## src/rtl/operand_entry.sv

```systemverilog
// ---------------------------------------------------------------------------
// operand_entry
//
// Input stage of the calculator datapath. It synchronises and debounces the
// ENTER and CLEAR push-buttons, then steps the user through three phases:
// entering operand 1, entering operand 2 (plus the operation and sign
// switches), and showing the result. The operand, operation and sign
// registers feed the calculator top level directly.
//
// Optional build macro:
//   DEBOUNCE_BYPASS_EN - when defined, the debounce counters are removed and
//                        each synchronised level is used as the debounced
//                        level. Raw press to capture then takes SYNC_STAGES+1
//                        edges, and bounces produce multiple presses.
//
// Parameters:
//   DEBOUNCE_CYCLES - number of stable synchronised cycles needed before a
//                     new button level is accepted (>= 2)
//   SYNC_STAGES     - flip-flop depth of each button synchroniser (>= 2)
//
// Ports:
//   clk          in   system clock, rising edge
//   rst          in   asynchronous active-high reset (released synchronously
//                     upstream)
//   sw[3:0]      in   raw operand switches, sampled on the capture edge
//   sw_operation in   raw operation-select switch
//   sw_sign      in   raw signed/unsigned switch
//   btn_enter    in   raw ENTER button, active-high, bouncy
//   btn_clear    in   raw CLEAR button, active-high, bouncy
//   op1[3:0]     out  registered operand 1
//   op2[3:0]     out  registered operand 2
//   operation    out  registered operation select
//   sign         out  registered sign mode
//   phase[1:0]   out  0 = operand 1 entry, 1 = operand 2 entry, 2 = result
//   result_valid out  registered, high while phase is the result phase
// ---------------------------------------------------------------------------
module operand_entry #(
  parameter int DEBOUNCE_CYCLES = 250000,
  parameter int SYNC_STAGES     = 2
) (
  input  logic       clk,
  input  logic       rst,
  input  logic [3:0] sw,
  input  logic       sw_operation,
  input  logic       sw_sign,
  input  logic       btn_enter,
  input  logic       btn_clear,
  output logic [3:0] op1,
  output logic [3:0] op2,
  output logic       operation,
  output logic       sign,
  output logic [1:0] phase,
  output logic       result_valid
);

  localparam logic [1:0] S_OP1    = 2'd0;
  localparam logic [1:0] S_OP2    = 2'd1;
  localparam logic [1:0] S_RESULT = 2'd2;

  localparam int BTN_ENTER = 0;
  localparam int BTN_CLEAR = 1;

  logic [1:0] btn_raw;
  logic [1:0] btn_press;

  assign btn_raw = {btn_clear, btn_enter};

  // -------------------------------------------------------------------------
  // Per-button conditioning: synchroniser, debouncer, rising-edge pulse.
  // -------------------------------------------------------------------------
  genvar gi;
  generate
    for (gi = 0; gi < 2; gi++) begin : g_btn
      logic [SYNC_STAGES-1:0] sync_q;
      logic                   synced;
      logic                   debounced;
      logic                   debounced_dly_q;

      always_ff @(posedge clk or posedge rst) begin
        if (rst) begin
          sync_q <= '0;
        end else begin
          sync_q <= {sync_q[SYNC_STAGES-2:0], btn_raw[gi]};
        end
      end

      assign synced = sync_q[SYNC_STAGES-1];

`ifdef DEBOUNCE_BYPASS_EN
      assign debounced = synced;
`else
      localparam int CNT_W = $clog2(DEBOUNCE_CYCLES);
      localparam logic [CNT_W-1:0] CNT_LAST = CNT_W'(DEBOUNCE_CYCLES - 1);

      logic [CNT_W-1:0] cnt_q;
      logic [CNT_W-1:0] cnt_d;
      logic             debounced_q;
      logic             debounced_d;

      // The counter only runs while the synchronised level disagrees with
      // the accepted level; any agreement restarts the stability window.
      always_comb begin
        cnt_d       = cnt_q;
        debounced_d = debounced_q;
        if (synced == debounced_q) begin
          cnt_d = '0;
        end else if (cnt_q == CNT_LAST) begin
          debounced_d = synced;
          cnt_d       = '0;
        end else begin
          cnt_d = cnt_q + CNT_W'(1);
        end
      end

      always_ff @(posedge clk or posedge rst) begin
        if (rst) begin
          cnt_q       <= '0;
          debounced_q <= 1'b0;
        end else begin
          cnt_q       <= cnt_d;
          debounced_q <= debounced_d;
        end
      end

      assign debounced = debounced_q;
`endif

      always_ff @(posedge clk or posedge rst) begin
        if (rst) begin
          debounced_dly_q <= 1'b0;
        end else begin
          debounced_dly_q <= debounced;
        end
      end

      // One-cycle pulse on each accepted rising level; hold and release are
      // silent.
      assign btn_press[gi] = debounced & ~debounced_dly_q;
    end
  endgenerate

  // -------------------------------------------------------------------------
  // Entry sequencer
  // -------------------------------------------------------------------------
  logic [3:0] op1_q, op1_d;
  logic [3:0] op2_q, op2_d;
  logic       operation_q, operation_d;
  logic       sign_q, sign_d;
  logic [1:0] phase_q, phase_d;
  logic       result_valid_q, result_valid_d;

  always_comb begin
    op1_d       = op1_q;
    op2_d       = op2_q;
    operation_d = operation_q;
    sign_d      = sign_q;
    phase_d     = phase_q;

    // CLEAR has priority; a simultaneous ENTER is dropped.
    if (btn_press[BTN_CLEAR]) begin
      op1_d       = '0;
      op2_d       = '0;
      operation_d = 1'b0;
      sign_d      = 1'b0;
      phase_d     = S_OP1;
    end else if (btn_press[BTN_ENTER]) begin
      case (phase_q)
        S_OP1: begin
          op1_d   = sw;
          phase_d = S_OP2;
        end
        S_OP2: begin
          op2_d       = sw;
          operation_d = sw_operation;
          sign_d      = sw_sign;
          phase_d     = S_RESULT;
        end
        S_RESULT: begin
          // New calculation: op2/operation/sign keep their old values until
          // recaptured in the operand 2 phase.
          op1_d   = sw;
          phase_d = S_OP2;
        end
        default: begin
          phase_d = S_OP1;
        end
      endcase
    end

    // Decoded from the next phase so the flag moves on the same edge.
    result_valid_d = (phase_d == S_RESULT);
  end

  always_ff @(posedge clk or posedge rst) begin
    if (rst) begin
      op1_q          <= '0;
      op2_q          <= '0;
      operation_q    <= 1'b0;
      sign_q         <= 1'b0;
      phase_q        <= S_OP1;
      result_valid_q <= 1'b0;
    end else begin
      op1_q          <= op1_d;
      op2_q          <= op2_d;
      operation_q    <= operation_d;
      sign_q         <= sign_d;
      phase_q        <= phase_d;
      result_valid_q <= result_valid_d;
    end
  end

  assign op1          = op1_q;
  assign op2          = op2_q;
  assign operation    = operation_q;
  assign sign         = sign_q;
  assign phase        = phase_q;
  assign result_valid = result_valid_q;

endmodule

```

## config.mk

```make
export PLATFORM = sky130hd
export DESIGN_NAME = operand_entry
export DESIGN_NICKNAME = d
export VERILOG_FILES = /design/src/rtl/operand_entry.sv
export SDC_FILE = /design/constraint.sdc
export NUM_CORES = 1
export LEC_CHECK = 0
export ABC_AREA = 1
export BUFFER_PORTS_ARGS = -buffer_cell sky130_fd_sc_hd__buf_2
export CAP_MARGIN = 5
export CORE_MARGIN = 2
export CORE_UTILIZATION = 51
export CTS_CLUSTER_SIZE = 8
export DETAILED_ROUTE_END_ITERATION = 12
export GPL_ROUTABILITY_DRIVEN = 0
export PLACE_DENSITY = 0.7
export SLEW_MARGIN = 5
export SYNTH_ARGS = -nofsm -noshare
export SYNTH_HDL_FRONTEND = slang
export SYNTH_SLANG_ARGS = --single-unit
```

## constraint.sdc

```tcl
create_clock -name clk -period 3.6 [get_ports clk]
set_input_delay 0.54 -clock clk [delete_from_list [all_inputs] [get_ports clk]]
set_output_delay 0.54 -clock clk [all_outputs]
set_load 0.005 [all_outputs]
```

* Word level (Yosys, flattened, before mapping)
Index checks and enable logic that the tools add are counted.
** Cells by class
- Equal/unequal tests :: 7
- Add/subtract/negate cells :: 2
- Bitwise operators :: 6
- Mux-type cells :: 19
- Reductions and logical operators :: 9
** Operator list (number)
- two-way mux 18 bit :: 4
- adder 18 x 1 -> 18 bit, second input constant :: 2
- == test 18 bit, second input constant :: 2
- two-way mux 4 bit :: 6
- AND reduction 2 bit :: 4
- two-way mux 1 bit :: 6
- nonzero test 2 bit :: 3
- == test 2 bit, second input constant :: 2
- two-way mux 2 bit :: 2
- inverter 1 bit :: 4
- one-hot mux 2 bit (2 select lines) :: 1
- bitwise AND 1 bit :: 2
- == test 1 bit :: 2
- == test 2 x 1 -> 1 bit, second input constant :: 1
- zero test 2 bit :: 1
- OR reduction 2 bit :: 1
** Word-level totals
- Input port bits :: 10
- Register bits :: 57
- Logic and storage cells :: 57
- Output and inout bits :: 13

* Depth between registers and ports, before layout
Gate-level depths: netlist (run 1).
- Word-level depth :: 6
- Mapped depth :: 9
- Mapped depth without buffers :: 9

* Worst setup path after synthesis (run 1)
OpenSTA, ideal clock, no wires.
- Kind :: register -> register
- From :: register g_btn[0].cnt_q[0]
- To :: register g_btn[0].cnt_q[12]
- Buffers on the path :: 0
- Arrival :: 1.180 ns
- Slack :: 2.297 ns
- Required time :: 3.477 ns
- Stages on the path, launching flop included :: 7
- Cells stage by stage :: dfrtp_1 ha_1 nand3_1 nor2_1 nand3_1 nand2_1 nor2_1
** Between the ends
- Word-level cells in the longest chain between the ends :: 3
- Elaborated cells on any way between the ends :: 4
- Classes of those cells :: add/sub (1); eq/ne (1); mux (2)
** Ends and longest elaborated chain
- from (decl) :: RTL line 95 : logic [CNT_W-1:0] cnt_q;
- from (signal assigned) :: RTL line 120 : cnt_q <= cnt_d;
- adder 18 x 1 -> 18 bit or == test 18 bit (tied branches) :: RTL line 111, 107
- two-way mux 18 bit * :: RTL line 107 : end else if (cnt_q == CNT_LAST) begin
- two-way mux 18 bit * :: RTL line 105 : if (synced == debounced_q) begin
- via g_btn[0].cnt_d[12] :: RTL line 96 : logic [CNT_W-1:0] cnt_d;
Mark *: on every way through the listed nets, which the timed path passes. The rest lies on a longest branch.
A chain may end at the register's enable or synchronous reset.

* Worst setup path in the final report (run 1)
Ends and elaborated chain as after synthesis.

==> flow_metrics.env, run 1 <==
export IMPL_clock_latency_ps=340
export IMPL_setup_tns_final_ps=0
export IMPL_rsz0062_at_grt="false"
export IMPL_layout_drive_gt1_share=0.1598
export IMPL_die_area_um2=6143
export IMPL_cts_buffers=9
export IMPL_cp_slowest_cell="dfrtp_1"
export IMPL_num_rows=27
export IMPL_synth_seq_cells=57
export IMPL_clkSlewWorstSetupHoldPaths_ps=60
export IMPL_slowest_delay_ps=390
export IMPL_cts_hold_buf=0
export IMPL_totalWireLength_mm=5.363
export IMPL_path_cells="ha_1 > nand3_1 > nor2_1 > nand3_1 > nand2_1 > nor2_1"
export IMPL_synth_distinct_cells=24
export IMPL_cts_tree="done"
export IMPL_min_period_over_period=0.4218
export IMPL_cts_sinks=57
export IMPL_p_leak_nw=1.382
export IMPL_status="completed"
export IMPL_clockRootBuffer="clkbuf_8"
export IMPL_synth_area_leaders="dfrtp_1 (51%), nor2_1 (11%), nand2_1 (11%), nand3_1 (6.4%), xor2_1 (4.3%)"
export IMPL_start_util=0.5187
export IMPL_drc=0
export IMPL_path_max_fanout=7
export IMPL_critPathArrivalTime_ps=1740
export IMPL_worst_pin_slew_ps=838.9
export IMPL_dr_pass1_iters=4
export IMPL_power_density_nw_per_um2=382.9
export IMPL_synth_fp_nets=363
export IMPL_drtIter0Drc=103
export IMPL_place_hpwl_mm=3.967
export IMPL_ant_nets=0
export IMPL_syn_mean_instance_area_um2=8.038
export IMPL_clockBufferDepth=2
export IMPL_synth_area_leader_cell="dfrtp_1"
export IMPL_post_cts_resized=0
export IMPL_port_buffers=22
export IMPL_core_um2=5439
export IMPL_cap_violations=0
export IMPL_slew_viol_final=0
export IMPL_critical_path_class="register to register"
export IMPL_worst_ep_required_time_ps=3820
export IMPL_fin_crit_ps=1518
export IMPL_vias=2226
export IMPL_antenna_cells=0
export IMPL_dieHeight_um=78.38
export IMPL_area_growth_synth_to_final_pct=13.57
export IMPL_finalHoldViolations=0
export IMPL_grt_overflow_total=0
export IMPL_start_kind="register"
export IMPL_first_global_vias=2217
export IMPL_end_kind="register"
export IMPL_viasPerCell=4.839
export IMPL_finalSetupViolCount=0
export IMPL_htree_levels=3
export IMPL_chipWidth_um=78.38
export IMPL_maxSlewHeadroom=0.4399
export IMPL_yosysTopAreaCellShare=0.5055
export IMPL_antenna_found_initial=0
export IMPL_holdWs_ps=312.8
export IMPL_fill_cells=485
export IMPL_wl_per_cell_um=11.66
export IMPL_grt_pass1_wl_mm=9.556
export IMPL_ios=23
export IMPL_syn_inst=351
export IMPL_fin_skew_ps=8.665
export IMPL_max_clock_freq_ghz=0.6586
export IMPL_grtUsageTotal=0.2044
export IMPL_fin_nets=396
export IMPL_post_cts_buffers=0
export IMPL_netlist_area_um2=2821
export IMPL_grt_max_degree=42
export IMPL_yosys_warnings=0
export IMPL_ir_worst_vdd_mv=0.3042
export IMPL_seq_area_frac_synth=0.5055
export IMPL_holdCritPathClass="input port to register"
cells in the final DEF (no fill, tap or decap):
cell,count
nor3b_1,2
o21ai_0,5
nor2_2,7
nand4_1,2
a21oi_1,6
clkbuf_8,12
nor2_1,82
nand2_1,79
and2_0,1
nor3b_2,1
dfrtp_1,57
nand3b_2,1
o21ai_1,1
xnor2_1,4
inv_1,30
a21oi_2,1
nand2_2,5
clkinv_2,3
buf_4,1
buf_2,22
xor2_1,14
inv_2,3
nor2_4,6
ha_1,2
nand3_1,36
o21bai_1,2
nor3_1,3
area by class of cell:
cell class / count / area (um2) / area share
Clock buffer: 12 / 165.2 / 0.05154
Timing Repair Buffer: 23 / 117.6 / 0.03670
Multi-Input combinational cell: 260 / 1266 / 0.3952
Inverter: 33 / 123.9 / 0.03866
Clock inverter: 3 / 15.01 / 0.004686
Tap cell: 72 / 90.09 / 0.02811
Sequential cell: 57 / 1426 / 0.4451
power breakdown:
group | leakage, nW | switching [mW] | internal (mW)
logic | 0.554 | 0.0276 | 0.0115
clock network | 0.0980 | 0.235 | 0.298
registers | 0.730 | 0.00609 | 0.649
cells in the mapped netlist, drive strengths merged:
cell type,instances
xnor2,4
ha,2
nand3b,1
dfrtp,57
inv,33
nor3b,3
a21oi,7
nand4,2
buf,1
nand3,36
o21ai,6
o21bai,2
nor3,3
nor2,95
nand2,84
xor2,14
and2,1
layer usage:
metal,global-route usage,routed length (um)
met1,0.2525,2411
met2,0.3233,2661
met3,0.07816,237
met4,0.08421,53
met5,0,0
registers in the layout, indices dropped and copies added (netlist names), 2 cells and up:
signal	flops
g_btn.debounced_dly_q	2
phase	2
g_btn.sync_q	4
g_btn.debounced	2
op2	4
op1	4
g_btn.cnt_q	36
path summary, 6_finish.rpt:
kind | startpoint | end | slack (ps) | depth (start not counted)
min reg2reg | g_btn[1].sync_q[0] | g_btn[1].sync_q[1] | 350 | 0
min in group asynchronous | rst | sign | 380 | 2
max reg2reg | g_btn[0].cnt_q[0] | g_btn[0].cnt_q[12] | 2080 | 6
min | btn_enter | g_btn[0].sync_q[0] | 310 | 1
max | g_btn[0].cnt_q[0] | g_btn[0].cnt_q[12] | 2080 | 6
max in group asynchronous | rst | op1[1] | 2500 | 3
critical path: cells and delay by family (launching register included):
kind	cells	cell delay [ps]
simple gates	5	800
flops	1	390
fa+ha+maj	1	220
through the flow:
stage	std cells	setup WS [ps]	power (mW)	instance area, um2	util
floorplan	351	1660	0.6923	2821	-
global placement	445	2072	0.7060	3024	0.5560
detailed placement	445	2063	0.7071	3024	0.5560
CTS	460	2067	1.248	3204	0.5891
global route	460	1932	1.289	3204	0.5891
finish	460	2082	1.227	3204	0.5891
kinds of logic (layout without fill, tap and decap cells):
logic type	after synthesis	in the layout	synth area share
flip-flops	57	57	0.5055
AO/OA/AOI/OAI	15	15	0.02971
adder cells (fa/ha/maj)	2	2	0.008868
XOR/XNOR	18	18	0.05588
buffers and inverters	34	71	0.04567
AND/OR/NAND/NOR	225	225	0.3543
Note: power is estimated with default switching activity, not from simulation.
==> run 2, diff against run 1 <==
clock period = 1.4 ns   (was 3.6 ns; I/O delays follow)
==> run 2 against run 1 <==
- flip-flop and latch count unchanged
- global-route usage about the same
- core utilization up 5.7 points
- hold slack worse by 210 ps
- critical endpoint is now g_btn[1].cnt_q[14]
- fmax up 8.8%
- combinational power rose to 3.8 times the previous value
- largest cell class unchanged
- via count up 6.6%
- routed wire length up 8.0%
- critical path depth up 2
- highest routed layer unchanged
- final cell count up 4.1%
- worst setup slack worse by 2100 ps
==> flow_metrics.env, run 2 (synthesized netlist as in run 1, its figures left out) <==
export IMPL_port_buffers=22
export IMPL_worst_ep_required_time_ps=1620
export IMPL_ant_nets=0
export IMPL_grtUsageTotal=0.2047
export IMPL_max_clock_freq_ghz=0.7164
export IMPL_viasPerCell=4.954
export IMPL_cts_buffers=9
export IMPL_drc=0
export IMPL_worst_pin_slew_ps=303.6
export IMPL_cp_top_family="simple AND/OR/NAND/NOR gates"
export IMPL_dp_cells=457
export IMPL_num_rows=27
export IMPL_mostFrequentLayoutCell="nor2_1"
export IMPL_p_leak_nw=1.570
export IMPL_seq_area_um2=1428
export IMPL_core_um2=5439
export IMPL_largest_register_ffs=36
export IMPL_dr_pass1_iters=4
export IMPL_end_kind="register"
export IMPL_totalWireLength_mm=5.790
export IMPL_ios=23
export IMPL_path_cells="ha_2 > nand2_2 > nor2_4 > nand2_4 > nor2_4 > nand2_1 > nor2_1 > nor2_1"
export IMPL_critical_path_class="register to register"
export IMPL_chipWidth_um=78.38
export IMPL_die_area_um2=6143
export IMPL_antenna_found_initial=0
export IMPL_top_register="g_btn.cnt_q"
export IMPL_final_cell_mix="nor2_1 (76), nand2_1 (75), dfrtp_1 (56), nand3_1 (33), inv_1 (30)"
export IMPL_grt_overflow_total=0
export IMPL_place_hpwl_mm=4.007
export IMPL_maxSlewHeadroom=0.7969
export IMPL_slew_viol_final=0
export IMPL_min_period_over_period=0.9971
export IMPL_status="completed"
export IMPL_path_max_fanout=3
export IMPL_critPathBufInv=0
export IMPL_htree_levels=3
export IMPL_fin_cells=479
export IMPL_slowest_delay_ps=370
export IMPL_r2r_slack_ps=4
export IMPL_clkSlewWorstSetupHoldPaths_ps=60
export IMPL_power_density_nw_per_um2=1011
export IMPL_multi_input_area_um2=1366
export IMPL_clockRootBuffer="clkbuf_8"
export IMPL_fin_crit_ps=1396
export IMPL_vias=2373
export IMPL_rsz0062_at_grt="true"
export IMPL_place_ws_ps=5.669
export IMPL_cap_violations=0
export IMPL_start_util=0.5187
export IMPL_finish_utilization=0.6460
export IMPL_fill_cells=430
export IMPL_first_global_vias=2237
export IMPL_finalHoldViolations=0
export IMPL_cts_sinks=57
export IMPL_layout_drive_gt1_share=0.2310
export IMPL_holdCritPathClass="input port to register"
export IMPL_dieHeight_um=78.38
export IMPL_finalSetupViolCount=0
export IMPL_start_kind="register"
export IMPL_cp_slowest_cell="dfrtp_1"
export IMPL_fin_skew_ps=5.795
export IMPL_cts_tree="done"
export IMPL_fin_nets=414
export IMPL_setup_slack_ps=4.060
export IMPL_critPathArrivalTime_ps=1620
export IMPL_drtIter0Drc=94
export IMPL_area_growth_synth_to_final_pct=24.52
export IMPL_clock_latency_ps=330
export IMPL_clockBufferDepth=2
export IMPL_wl_per_cell_um=12.09
export IMPL_antenna_cells=0
export IMPL_ir_worst_vdd_mv=0.7877
export IMPL_grt_pass1_wl_mm=9.777
export IMPL_grt_max_degree=39
==> run 2: repair_timing <==
action	in CTS	in global routing
buffers inserted	0	3
setup endpoints to repair	0	30
hold endpoints to repair	9	0
hold buffers	3	0
gates resized for setup	0	25
==> run 2: cell type report <==
cell class,count,area share
Tap cell,72,0.02564
Timing Repair Buffer,41,0.07764
Clock inverter,5,0.02208
Clock buffer,11,0.04309
Sequential cell,57,0.4063
Inverter,33,0.03632
Multi-Input combinational cell,260,0.3889
==> run 2: power breakdown <==
part | switching (mW) | leakage [nW] | internal [mW]
Clock | 0.627 | 0.115 | 1.09
Sequential | 0.0173 | 0.728 | 1.67
Combinational | 0.0863 | 0.727 | 0.0634
==> run 2: final timing paths <==
path / from / to / depth (start not counted)
min reg2reg: g_btn[1].sync_q[0] / g_btn[1].sync_q[1] / 0
min in group asynchronous: rst / sign / 3
max in group asynchronous: rst / g_btn[0].cnt_q[9] / 4
max: g_btn[1].cnt_q[1] / g_btn[1].cnt_q[14] / 8
min: sw_sign / sign / 3
max reg2reg: g_btn[1].cnt_q[1] / g_btn[1].cnt_q[14] / 8
==> run 2: metrics by stage <==
stage / setup TNS, ps / cell area (um2) / hold WS, ps / power (mW)
2_1_floorplan: 0 / 2825 / 241.4 / 1.781
3_3_place_gp: 0 / 3131 / 150.1 / 1.834
3_5_place_dp: 0 / 3131 / 152.8 / 1.838
4_1_cts: 0 / 3390 / 92.92 / 3.567
5_1_grt: -500.6 / 3513 / 111.5 / 3.696
6_report: 0 / 3513 / 102.7 / 3.553
==> run 2: routing by layer <==
layer	vias up	GRT usage	routed length (um)
met3	15	0.05402	214
met2	41	0.3345	2866
met5	-	0	0
met4	0	0.08596	120
li1	1198	-	-
met1	1119	0.2588	2588
==> run 2: worst min-delay path, delay by kind of cell <==
family | cells | cell delay (ps)
simple gates | 2 | 120
buf+inv | 1 | 80
==> run 3, diff against run 2 <==
CORE_UTILIZATION = 49   (was 51)
GPL_TIMING_DRIVEN = 1   (was default)
PLACE_DENSITY = 0.67   (was 0.7)
SETUP_SLACK_MARGIN = 0.2   (was default)
==> run 3 against run 2 <==
- flip-flop and latch count is the same
- combinational power is 20% higher
- sequential share of layout area shrank 3.9 points
- clock-buffer cell count grew 2
- power is 8.2% lower
- routed wire length increased by 20%
- core utilization rose by 6.4 points
- global-route usage is 1.9 points higher
- via count rose by 7.5%
- final cell count increased by 4.4%
- fmax grew 2.4%
- sequential power is essentially flat
- critical endpoint is now g_btn[0].cnt_q[14]
==> flow_metrics.env, run 3 (synthesized netlist as in run 1, its figures left out) <==
export IMPL_fin_crit_ps=1364
export IMPL_grtUsageTotal=0.2240
export IMPL_die_area_um2=6381
export IMPL_grt_overflow_total=0
export IMPL_num_rows=27
export IMPL_timing_rr_start="g_btn[0].cnt_q[1]"
export IMPL_top_register="g_btn.cnt_q"
export IMPL_power_frac_seq=0.519
export IMPL_antenna_cells=0
export IMPL_combPwrFrac=0.055
export IMPL_mostFrequentLayoutCell="nand2_1"
export IMPL_drtIter0Drc=96
export IMPL_ios=23
export IMPL_first_global_vias=2411
export IMPL_holdWs_ps=111.6
export IMPL_critPathArrivalTime_ps=1580
export IMPL_dieHeight_um=79.88
export IMPL_slew_viol_final=0
export IMPL_fin_nets=436
export IMPL_start_util=0.5093
export IMPL_fin_cells=500
export IMPL_clockBufferDepth=2
export IMPL_p_sw_frac=0.2265
export IMPL_drc=0
export IMPL_finalHoldViolations=0
export IMPL_largest_register_ffs=36
export IMPL_clkPwrFrac=0.426
export IMPL_critical_path_class="register to register"
export IMPL_wl_per_cell_um=13.91
export IMPL_cp_top_family="simple AND/OR/NAND/NOR gates"
export IMPL_slowest_delay_ps=390
export IMPL_status="completed"
export IMPL_dr_pass1_iters=6
export IMPL_critPathBufInv=0
export IMPL_rsz0062_at_grt="true"
export IMPL_worst_ep_required_time_ps=1620
export IMPL_path_max_fanout=4
export IMPL_fin_skew_ps=11.12
export IMPL_grt_max_degree=24
export IMPL_startpoint="g_btn[0].cnt_q[1]"
export IMPL_ant_nets=0
export IMPL_start_kind="register"
export IMPL_viasPerCell=5.100
export IMPL_vias=2550
export IMPL_place_hpwl_mm=4.258
export IMPL_totalWireLength_mm=6.954
export IMPL_p_int_mw=2.524
export IMPL_clockRootBuffer="clkbuf_8"
export IMPL_clock_latency_ps=340
export IMPL_core_um2=5540
export IMPL_fill_cells=399
export IMPL_area_growth_synth_to_final_pct=39.38
export IMPL_finish_utilization=0.7098
export IMPL_antenna_found_initial=0
export IMPL_cp_slowest_cell="dfrtp_1"
export IMPL_port_buffers=22
export IMPL_final_cell_mix="nand2_1 (63), nor2_1 (61), dfrtp_1 (43), buf_4 (28), inv_1 (27)"
export IMPL_p_sw_mw=0.7392
export IMPL_htree_levels=3
export IMPL_maxSlewHeadroom=0.7347
export IMPL_ir_worst_vdd_mv=0.7083
export IMPL_cts_sinks=57
export IMPL_cts_tree="done"
export IMPL_worst_pin_slew_ps=397.2
export IMPL_min_delay_start="sw_sign"
export IMPL_max_clock_freq_ghz=0.7332
export IMPL_dp_cells=453
export IMPL_end_kind="register"
export IMPL_chipWidth_um=79.88
export IMPL_finalSetupViolCount=0
export IMPL_p_leak_nw=1.714
export IMPL_grt_pass1_wl_mm=10.99
export IMPL_path_cells="ha_4 > nand2_4 > nor2_4 > nand2_4 > nor2_4 > nor3b_2 > nor2_1"
export IMPL_holdCritPathClass="input port to register"
export IMPL_layout_drive_gt1_share=0.4019
export IMPL_cap_violations=0
export IMPL_min_period_over_period=0.9742
export IMPL_clkSlewWorstSetupHoldPaths_ps=60
export IMPL_cts_buffers=9
export IMPL_power_density_nw_per_um2=829.7
[run 3: worst register-to-register path: stages, from the launching register on]
cell,delay (ps)
dfrtp_1,390
ha_4,190
nand2_4,70
nor2_4,120
nand2_4,80
nor2_4,150
nor3b_2,180
nor2_1,70
[run 3: power groups by stage]
stage / registers [mW] / clock network, mW / logic, mW
3_5_place_dp: 1.71 / 0 / 0.129
6_report: 1.69 / 1.39 / 0.180
2_1_floorplan: 1.71 / 0 / 0.0734
5_1_grt: 1.69 / 1.50 / 0.205
3_3_place_gp: 1.71 / 0 / 0.128
4_1_cts: 1.69 / 1.42 / 0.167
[run 3: per-stage QoR]
stage	worst slack, ps	instance area (um2)	power [mW]	setup TNS (ps)
5_1_grt	-36.39	3933	3.396	-95.78
3_3_place_gp	81.79	3146	1.841	0
3_5_place_dp	53.81	3146	1.843	0
2_1_floorplan	157.9	2858	1.784	0
6_report	36.13	3933	3.263	0
4_1_cts	82.33	3656	3.274	0
[run 3: metal layers]
layer,vias up,part of all wire,global-route usage
met5,-,0,0
met4,0,0.019,0.09661
met3,16,0.037,0.05995
met2,54,0.50,0.3517
met1,1232,0.44,0.2914
li1,1248,-,-
[run 3: cell type report]
cell class | count | area, um2 | area share
Tap cell | 72 | 90.09 | 0.02291
Clock inverter | 2 | 12.51 | 0.003182
Inverter | 33 | 130.1 | 0.03309
Clock buffer | 13 | 168.9 | 0.04295
Sequential cell | 57 | 1444 | 0.3672
Multi-Input combinational cell | 260 | 1607 | 0.4085
Timing Repair Buffer | 63 | 480.5 | 0.1222
[run 3: path summary, 6_finish.rpt]
path,to,slack [ps],cells after the start
worst min-delay path,sign,110,3
worst max-delay path,g_btn[0].cnt_q[14],40,7
min in group asynchronous,g_btn[0].sync_q[0],440,3
worst max register to register,g_btn[0].cnt_q[14],40,7
max in group asynchronous,g_btn[1].cnt_q[11],520,4
worst min register to register,g_btn[1].sync_q[1],350,0
[run 3: timing repair]
| item | in CTS | in global routing |
|---|---|---|
| setup buffers | 14 | 15 |
| hold buffers | 3 | 0 |
| hold endpoints to repair | 16 | 0 |
| cloned | 0 | 0 |
| resized for setup | 48 | 53 |
| pin swaps | 13 | 23 |
| endpoints found under the setup margin | 43 | 50 |
